$ cat config.mk
export PLATFORM = sky130hd
export DESIGN_NAME = pll_lock_detect
export DESIGN_NICKNAME = d
export VERILOG_FILES = /design/src/rtl/pll_pkg.sv /design/src/rtl/ref_edge_sync.sv /design/src/rtl/pll_lock_detect.sv
export SDC_FILE = /design/constraint.sdc
export NUM_CORES = 1
export LEC_CHECK = 0
export ABC_AREA = 1
export CAP_MARGIN = 40
export CORE_ASPECT_RATIO = 0.5
export CORE_MARGIN = 5
export CORE_UTILIZATION = 45
export DETAILED_ROUTE_END_ITERATION = 6
export DONT_BUFFER_PORTS = 1
export PLACE_DENSITY = 0.58
export RECOVER_POWER = 50
export SYNTH_ARGS = -nofsm -noshare
export SYNTH_HDL_FRONTEND = slang
export SYNTH_SLANG_ARGS = --single-unit
$ cat constraint.sdc
create_clock -name clk -period 4.37 [get_ports clk]
set_input_delay 0.2185 -clock clk [delete_from_list [all_inputs] [get_ports clk]]
set_output_delay 0.2185 -clock clk [all_outputs]
set_load 0.005 [all_outputs]
$ cat src/rtl/pll_pkg.sv
// Shared definitions for the PLL lock detector.
//   state_t  : lock state machine encoding (IDLE, ARM, ACQUIRE, LOCKED)
//   *_DEF    : default parameter values for the detector
package pll_pkg;

  typedef enum logic [1:0] {
    IDLE    = 2'd0,
    ARM     = 2'd1,
    ACQUIRE = 2'd2,
    LOCKED  = 2'd3
  } state_t;

  localparam int N_DEF          = 30;
  localparam int TOL_DEF        = 1;
  localparam int LOCK_CNT_DEF   = 8;
  localparam int UNLOCK_CNT_DEF = 2;
  localparam int TIMEOUT_DEF    = 60;
  localparam int CW_DEF         = 8;

endpackage

$ cat src/rtl/ref_edge_sync.sv
// Brings the asynchronous reference clock into the clk domain and flags
// its rising edges.
//   clk      in  : PLL output clock
//   rst_n    in  : asynchronous active-low reset
//   ref_in   in  : reference clock, asynchronous to clk
//   ref_edge out : one-cycle pulse per synchronized rising edge of ref_in
module ref_edge_sync (
  input  logic clk,
  input  logic rst_n,
  input  logic ref_in,
  output logic ref_edge
);

  logic sync_p0;
  logic sync_p1;
  logic dly_p2;

  // Stage 0/1: two-flop synchronizer; stage 2: delay flop for edge detect
  always_ff @(posedge clk or negedge rst_n) begin
    if (!rst_n) begin
      sync_p0 <= 1'b0;
      sync_p1 <= 1'b0;
      dly_p2  <= 1'b0;
    end else begin
      sync_p0 <= ref_in;
      sync_p1 <= sync_p0;
      dly_p2  <= sync_p1;
    end
  end

  assign ref_edge = sync_p1 & ~dly_p2;

endmodule

$ cat src/rtl/pll_lock_detect.sv
// Digital PLL lock detector, clocked by the PLL output. Counts clk cycles
// per reference period, compares each count with the divide ratio and runs
// a hysteretic lock state machine.
//   clk        in  : PLL output clock (only clock)
//   rst_n      in  : asynchronous active-low reset
//   en         in  : detector enable
//   ref_in     in  : reference clock, asynchronous
//   meas       out : cycles counted in the last completed window
//   meas_err   out : signed meas - N
//   meas_valid out : one-cycle pulse when meas/meas_err update
//   lock       out : high exactly while in LOCKED
module pll_lock_detect
  import pll_pkg::*;
#(
  parameter int N          = N_DEF,
  parameter int TOL        = TOL_DEF,
  parameter int LOCK_CNT   = LOCK_CNT_DEF,
  parameter int UNLOCK_CNT = UNLOCK_CNT_DEF,
  parameter int TIMEOUT    = TIMEOUT_DEF,
  parameter int CW         = CW_DEF
) (
  input  logic          clk,
  input  logic          rst_n,
  input  logic          en,
  input  logic          ref_in,
  output logic [CW-1:0] meas,
  output logic [CW:0]   meas_err,
  output logic          meas_valid,
  output logic          lock
);

  localparam int RUN_MAX = (LOCK_CNT > UNLOCK_CNT) ? LOCK_CNT : UNLOCK_CNT;
  localparam int RW      = $clog2(RUN_MAX + 1);

  localparam logic [CW-1:0]        TIMEOUT_C = CW'(TIMEOUT);
  localparam logic signed [CW:0]   N_C       = (CW+1)'(N);
  localparam logic signed [CW:0]   TOL_C     = (CW+1)'(TOL);
  localparam logic [RW-1:0]        LOCK_C    = RW'(LOCK_CNT);
  localparam logic [RW-1:0]        UNLOCK_C  = RW'(UNLOCK_CNT);

  function automatic logic [RW-1:0] sat_inc(input logic [RW-1:0] v);
    return (v == {RW{1'b1}}) ? v : v + RW'(1);
  endfunction

  function automatic logic in_tol(input logic signed [CW:0] e);
    return (e >= -TOL_C) && (e <= TOL_C);
  endfunction

  state_t              state, state_nxt;
  logic [CW-1:0]       cnt, cnt_nxt;
  logic [RW-1:0]       good_run, good_nxt, good_inc;
  logic [RW-1:0]       bad_run, bad_nxt, bad_inc;
  logic                mv_nxt;
  logic                ref_edge;
  logic                win_end;
  logic signed [CW:0]  err_p0;
  logic                good_p0;

  ref_edge_sync u_sync (
    .clk      (clk),
    .rst_n    (rst_n),
    .ref_in   (ref_in),
    .ref_edge (ref_edge)
  );

  // Stage 0: window end and evaluation of the count that just closed.
  // An edge coinciding with the timeout is one event with count TIMEOUT.
  assign win_end = ref_edge | (cnt == TIMEOUT_C);
  assign err_p0  = $signed({1'b0, cnt}) - N_C;
  assign good_p0 = in_tol(err_p0);

  always_comb begin
    state_nxt = state;
    cnt_nxt   = cnt;
    good_nxt  = good_run;
    bad_nxt   = bad_run;
    mv_nxt    = 1'b0;
    good_inc  = sat_inc(good_run);
    bad_inc   = sat_inc(bad_run);
    if (!en) begin
      state_nxt = IDLE;
      cnt_nxt   = '0;
      good_nxt  = '0;
      bad_nxt   = '0;
    end else begin
      case (state)
        IDLE: begin
          cnt_nxt   = '0;
          state_nxt = ARM;
        end
        ARM: begin
          // The arming edge only starts the first window; no measurement.
          if (win_end) begin
            cnt_nxt = CW'(1);
            if (ref_edge) begin
              state_nxt = ACQUIRE;
              good_nxt  = '0;
            end
          end else begin
            cnt_nxt = cnt + CW'(1);
          end
        end
        ACQUIRE, LOCKED: begin
          if (win_end) begin
            cnt_nxt = CW'(1);
            mv_nxt  = 1'b1;
            if (state == ACQUIRE) begin
              if (good_p0) begin
                good_nxt = good_inc;
                if (good_inc >= LOCK_C) begin
                  state_nxt = LOCKED;
                  bad_nxt   = '0;
                end
              end else begin
                good_nxt = '0;
              end
            end else begin
              if (good_p0) begin
                bad_nxt = '0;
              end else begin
                bad_nxt = bad_inc;
                if (bad_inc >= UNLOCK_C) begin
                  state_nxt = ACQUIRE;
                  good_nxt  = '0;
                end
              end
            end
          end else begin
            cnt_nxt = cnt + CW'(1);
          end
        end
        default: state_nxt = IDLE;
      endcase
    end
  end

  // Stage 1: registered state, measurement and lock (lock moves with the pulse)
  always_ff @(posedge clk or negedge rst_n) begin
    if (!rst_n) begin
      state      <= IDLE;
      cnt        <= '0;
      good_run   <= '0;
      bad_run    <= '0;
      lock       <= 1'b0;
      meas_valid <= 1'b0;
      meas       <= '0;
      meas_err   <= '0;
    end else begin
      state      <= state_nxt;
      cnt        <= cnt_nxt;
      good_run   <= good_nxt;
      bad_run    <= bad_nxt;
      lock       <= (state_nxt == LOCKED);
      meas_valid <= mv_nxt;
      if (mv_nxt) begin
        meas     <= cnt;
        meas_err <= err_p0;
      end
    end
  end

endmodule

==> results_dict.tcl <==
set metrics [dict create \
    finalHoldViolCount 0 \
    dieArea_mm2 0.00648 \
    track_usage_pct 15.3 \
    critPathRequiredTime_ns 4.56 \
    layout.area.seq_um2 976 \
    floorplan.initialDensity_pct 45.5 \
    timing.setup.critical_path_class "reg2reg" \
    core-area_mm2 0.00484 \
    power_switching_share_pct 27.7 \
    power.share.clock_pct 36.6 \
    drt-vias-per-instance 4.78 \
    seqPwrFrac_pct 51.6 \
    slew_headroom_pct -37.2 \
    grt_setup_unrepaired "no" \
    worstSetupEndpointType "flip-flop" \
    dpl.hpwl_um 3220 \
    vdd.ir_drop.worst_mv 0.159 \
    drtPass1Iterations 4 \
    multi_input_area_mm2 0.00102 \
    layout_min_cycle_time_ns 2.62 \
    detail_route.wirelength_um 4350 \
    power_density_mw_per_mm2 350 \
    critical_path.startpoint_type "flip-flop" \
    power_frac_comb_pct 11.8 \
    timing.final.crit_share_pct 60.1 \
    mappedNetlistNets 295 \
    antenna_diode_count 0 \
    nets 300 \
    synth_cell_area_mm2 0.00220 \
    row_count 18 \
    cts-buffers-inserted 5 \
    route.detailed.drc 0 \
    cts.repair.resized 0 \
    mapped_avg_cell_area_um2 7.81 \
    p_int_w 0.000607 \
    maximum_level_of_the_cts_h_tree 2 \
    clk_latency_ns 0.29 \
    yosysSeqAreaShare_pct 44.3 \
    postSynth.asyncResetShare_pct 100 \
    number_of_different_library_cells_in_the_post_synthesis_netlist 34 \
    postSynth.topFlopCell "sky130_fd_sc_hd__dfrtp_1" \
    area.growth.synth_to_final_pct 8.86 \
    grt_remaining_overflow 0 \
    die-width_um 109 \
    actual_transition_at_the_worst_max_transition_pin_ns 2.06 \
    synth-warning-count 0 \
    dr.first_iter.drc_count 86 \
    finalMaxSlewViolations 40 \
    maximum_operating_frequency_mhz 381 \
    grt_max_degree 40 \
    fin_total_pwr_w 0.000840 \
    global_route.usage.met1_pct 20.2 \
    finalNonFillerCells 358 \
    synth_edf_count 0 \
    grt_pass1_wl_um 7710 \
    run_status "finished with violations" \
    grtUsageMet2_pct 24.3 \
    timing.hold.worst.class "in2reg" \
    cts_tree "done" \
    max_cap_viol_count 1 \
    path_max_fanout 8 \
    setup_tns_ns 0 \
    ctsLongestPathBuffers 2 \
    fillCellCount 464 \
    busiest_layer "met2" \
    finalClockSkew_ns 0.00748 \
    clock_sinks 39 \
    path_clk_slew_ns 0.09 \
    grt_util_met3_pct 5.22 \
    failed_checks "max-capacitance violations, max-slew violations" \
    finalSetupViolCount 0 \
    die_h_um 59.5 \
    port_buffers 0 \
    synth.ff_latch_count 39 \
    power.switching_w 0.000233 \
    gp_congestion 0.924 \
    antenna_found_initial 0 \
    power.static_leakage_nw 1.20 \
    antenna_violating_nets_post_route 0 \
    route.detailed.wl_per_inst_um 12.1 \
    postCtsSetupRepairBufs 0 \
    post_cts_hold_buffer_count 3 \
    placedCellCount 347 \
    detailroute.via_count 1710 \
    cts_root_buf "sky130_fd_sc_hd__clkbuf_8" \
    drive_gt1_share_pct 10.8 \
    postSynthCellCount 282 \
    worst_ep_arrival_time_ns 2.81 \
    boundaryPins 23 \
    first_global_vias 1675 \
]
layout by cell type (no fill, tap or decap), types with 3 or more instances in the layout:
cell and instances:
sky130_fd_sc_hd__a21oi_1 5, sky130_fd_sc_hd__clkbuf_8 5, sky130_fd_sc_hd__dfrtp_1 39, sky130_fd_sc_hd__ha_1 9
sky130_fd_sc_hd__inv_1 39, sky130_fd_sc_hd__nand2_1 69, sky130_fd_sc_hd__nand2_2 8, sky130_fd_sc_hd__nand3_1 13
sky130_fd_sc_hd__nand3_2 3, sky130_fd_sc_hd__nand4_1 4, sky130_fd_sc_hd__nor2_1 24, sky130_fd_sc_hd__nor3_1 14
sky130_fd_sc_hd__o21ai_0 17, sky130_fd_sc_hd__o21ai_1 5, sky130_fd_sc_hd__xor2_1 5
metrics by stage:
step	worst slack [ns]	area [µm²]	util [%]	hold slack (ns)
detailed placement	1.76	2260	46.7	-0.0761
global placement	1.81	2260	46.7	-0.0759
global route	1.45	2400	49.5	0.0642
finish	1.75	2400	49.5	0.0594
floorplan	2.04	2200	-	-0.0771
CTS	1.74	2410	49.9	0.0587
state kept, by name, summed over array words and instances, names as in the netlist:
signal,flops
meas_err,8
u_sync.sync_p1,1
u_sync.dly_p2,1
meas_valid,1
state,2
lock,1
meas,8
good_run,4
u_sync.sync_p0,1
cnt,8
bad_run,4
path summary, 6_finish.rpt:
| path | startpoint | endpoint | slack [ns] | cells after the start |
|---|---|---|---|---|
| min | en | state[1]$_DFF_PN0_ | 0.06 | 2 |
| min reg2reg | u_sync.sync_p0$_DFF_PN0_ | u_sync.sync_p1$_DFF_PN0_ | 0.38 | 0 |
| min in group asynchronous | rst_n | cnt[2]$_DFF_PN0_ | 1.07 | 2 |
| max in group asynchronous | rst_n | good_run[0]$_DFFE_PN0P_ | 2.12 | 2 |
| max reg2reg | cnt[2]$_DFF_PN0_ | bad_run[0]$_DFFE_PN0P_ | 1.75 | 17 |
| max | cnt[2]$_DFF_PN0_ | bad_run[0]$_DFFE_PN0P_ | 1.75 | 17 |
power by group through the flow:
stage,sequential [W],combinational (W),clock [W]
after floorplan,0.000431,0.0000818,0
after global placement,0.000441,0.0000908,0
after detailed placement,0.000442,0.0000916,0
after CTS,0.000435,0.000103,0.000318
after global routing,0.000440,0.000120,0.000329
final,0.000434,0.0000993,0.000307
synthesized netlist by cell type (2+ instances only):
| cell type | instances | area, µm² |
|---|---|---|
| sky130_fd_sc_hd__xor2_1 | 5 | 43.8 |
| sky130_fd_sc_hd__nand2_4 | 2 | 22.5 |
| sky130_fd_sc_hd__a21oi_1 | 5 | 25.0 |
| sky130_fd_sc_hd__nor2_1 | 24 | 90.1 |
| sky130_fd_sc_hd__dfrtp_1 | 39 | 976 |
| sky130_fd_sc_hd__nand2_1 | 69 | 259 |
| sky130_fd_sc_hd__nor4_1 | 2 | 12.5 |
| sky130_fd_sc_hd__nand4_1 | 4 | 25.0 |
| sky130_fd_sc_hd__inv_2 | 2 | 7.51 |
| sky130_fd_sc_hd__inv_1 | 39 | 146 |
| sky130_fd_sc_hd__nand3_2 | 3 | 30.0 |
| sky130_fd_sc_hd__a211oi_1 | 2 | 15.0 |
| sky130_fd_sc_hd__nand2_2 | 8 | 50.1 |
| sky130_fd_sc_hd__o21ai_1 | 5 | 25.0 |
| sky130_fd_sc_hd__buf_2 | 2 | 10.0 |
| sky130_fd_sc_hd__nor3_1 | 14 | 70.1 |
| sky130_fd_sc_hd__o21ai_0 | 17 | 85.1 |
| sky130_fd_sc_hd__nor2_2 | 2 | 12.5 |
| sky130_fd_sc_hd__clkinv_1 | 2 | 7.51 |
| sky130_fd_sc_hd__ha_1 | 9 | 113 |
| sky130_fd_sc_hd__nand3_1 | 13 | 65.1 |
| sky130_fd_sc_hd__buf_4 | 2 | 15.0 |
cell families after synthesis:
logic type	share of synthesized area, %
compound gates	8.92
xor+xnor	2.38
fa+ha+maj	5.11
buf+inv	9.26
flops	44.3
simple gates	30.0
critical path, stage by stage (launching register included):
cell and delay, ns:
sky130_fd_sc_hd__dfrtp_1 0.48, sky130_fd_sc_hd__ha_1 0.26, sky130_fd_sc_hd__nand2_2 0.12, sky130_fd_sc_hd__clkinv_2 0.11
sky130_fd_sc_hd__nand2_2 0.09, sky130_fd_sc_hd__nand2_1 0.06, sky130_fd_sc_hd__nand2_2 0.10, sky130_fd_sc_hd__nand3_2 0.10
sky130_fd_sc_hd__nor3_1 0.15, sky130_fd_sc_hd__ha_1 0.28, sky130_fd_sc_hd__nand3_1 0.11, sky130_fd_sc_hd__nand3_2 0.11
sky130_fd_sc_hd__nand2_4 0.10, sky130_fd_sc_hd__inv_6 0.05, sky130_fd_sc_hd__o21ai_4 0.16, sky130_fd_sc_hd__nand2_4 0.10
sky130_fd_sc_hd__nand2_1 0.08, sky130_fd_sc_hd__o21ai_2 0.05
cell type report:
class / count / share of cell area (%)
flip-flops and latches: 39 / 40.7
clock inverters: 3 / 1.83
inverters: 45 / 7.30
well taps: 70 / 3.65
repair buffers: 3 / 0.991
multi-input cells: 193 / 42.7
clock buffers: 5 / 2.87
metal layers:
metal / share of wire, % / vias up
met3: 5.5 / 4
met5: 0 / -
li1: - / 902
met2: 42 / 28
met1: 51 / 776
met4: 0.67 / 0
No activity file was read; power rests on OpenSTA's default activity.
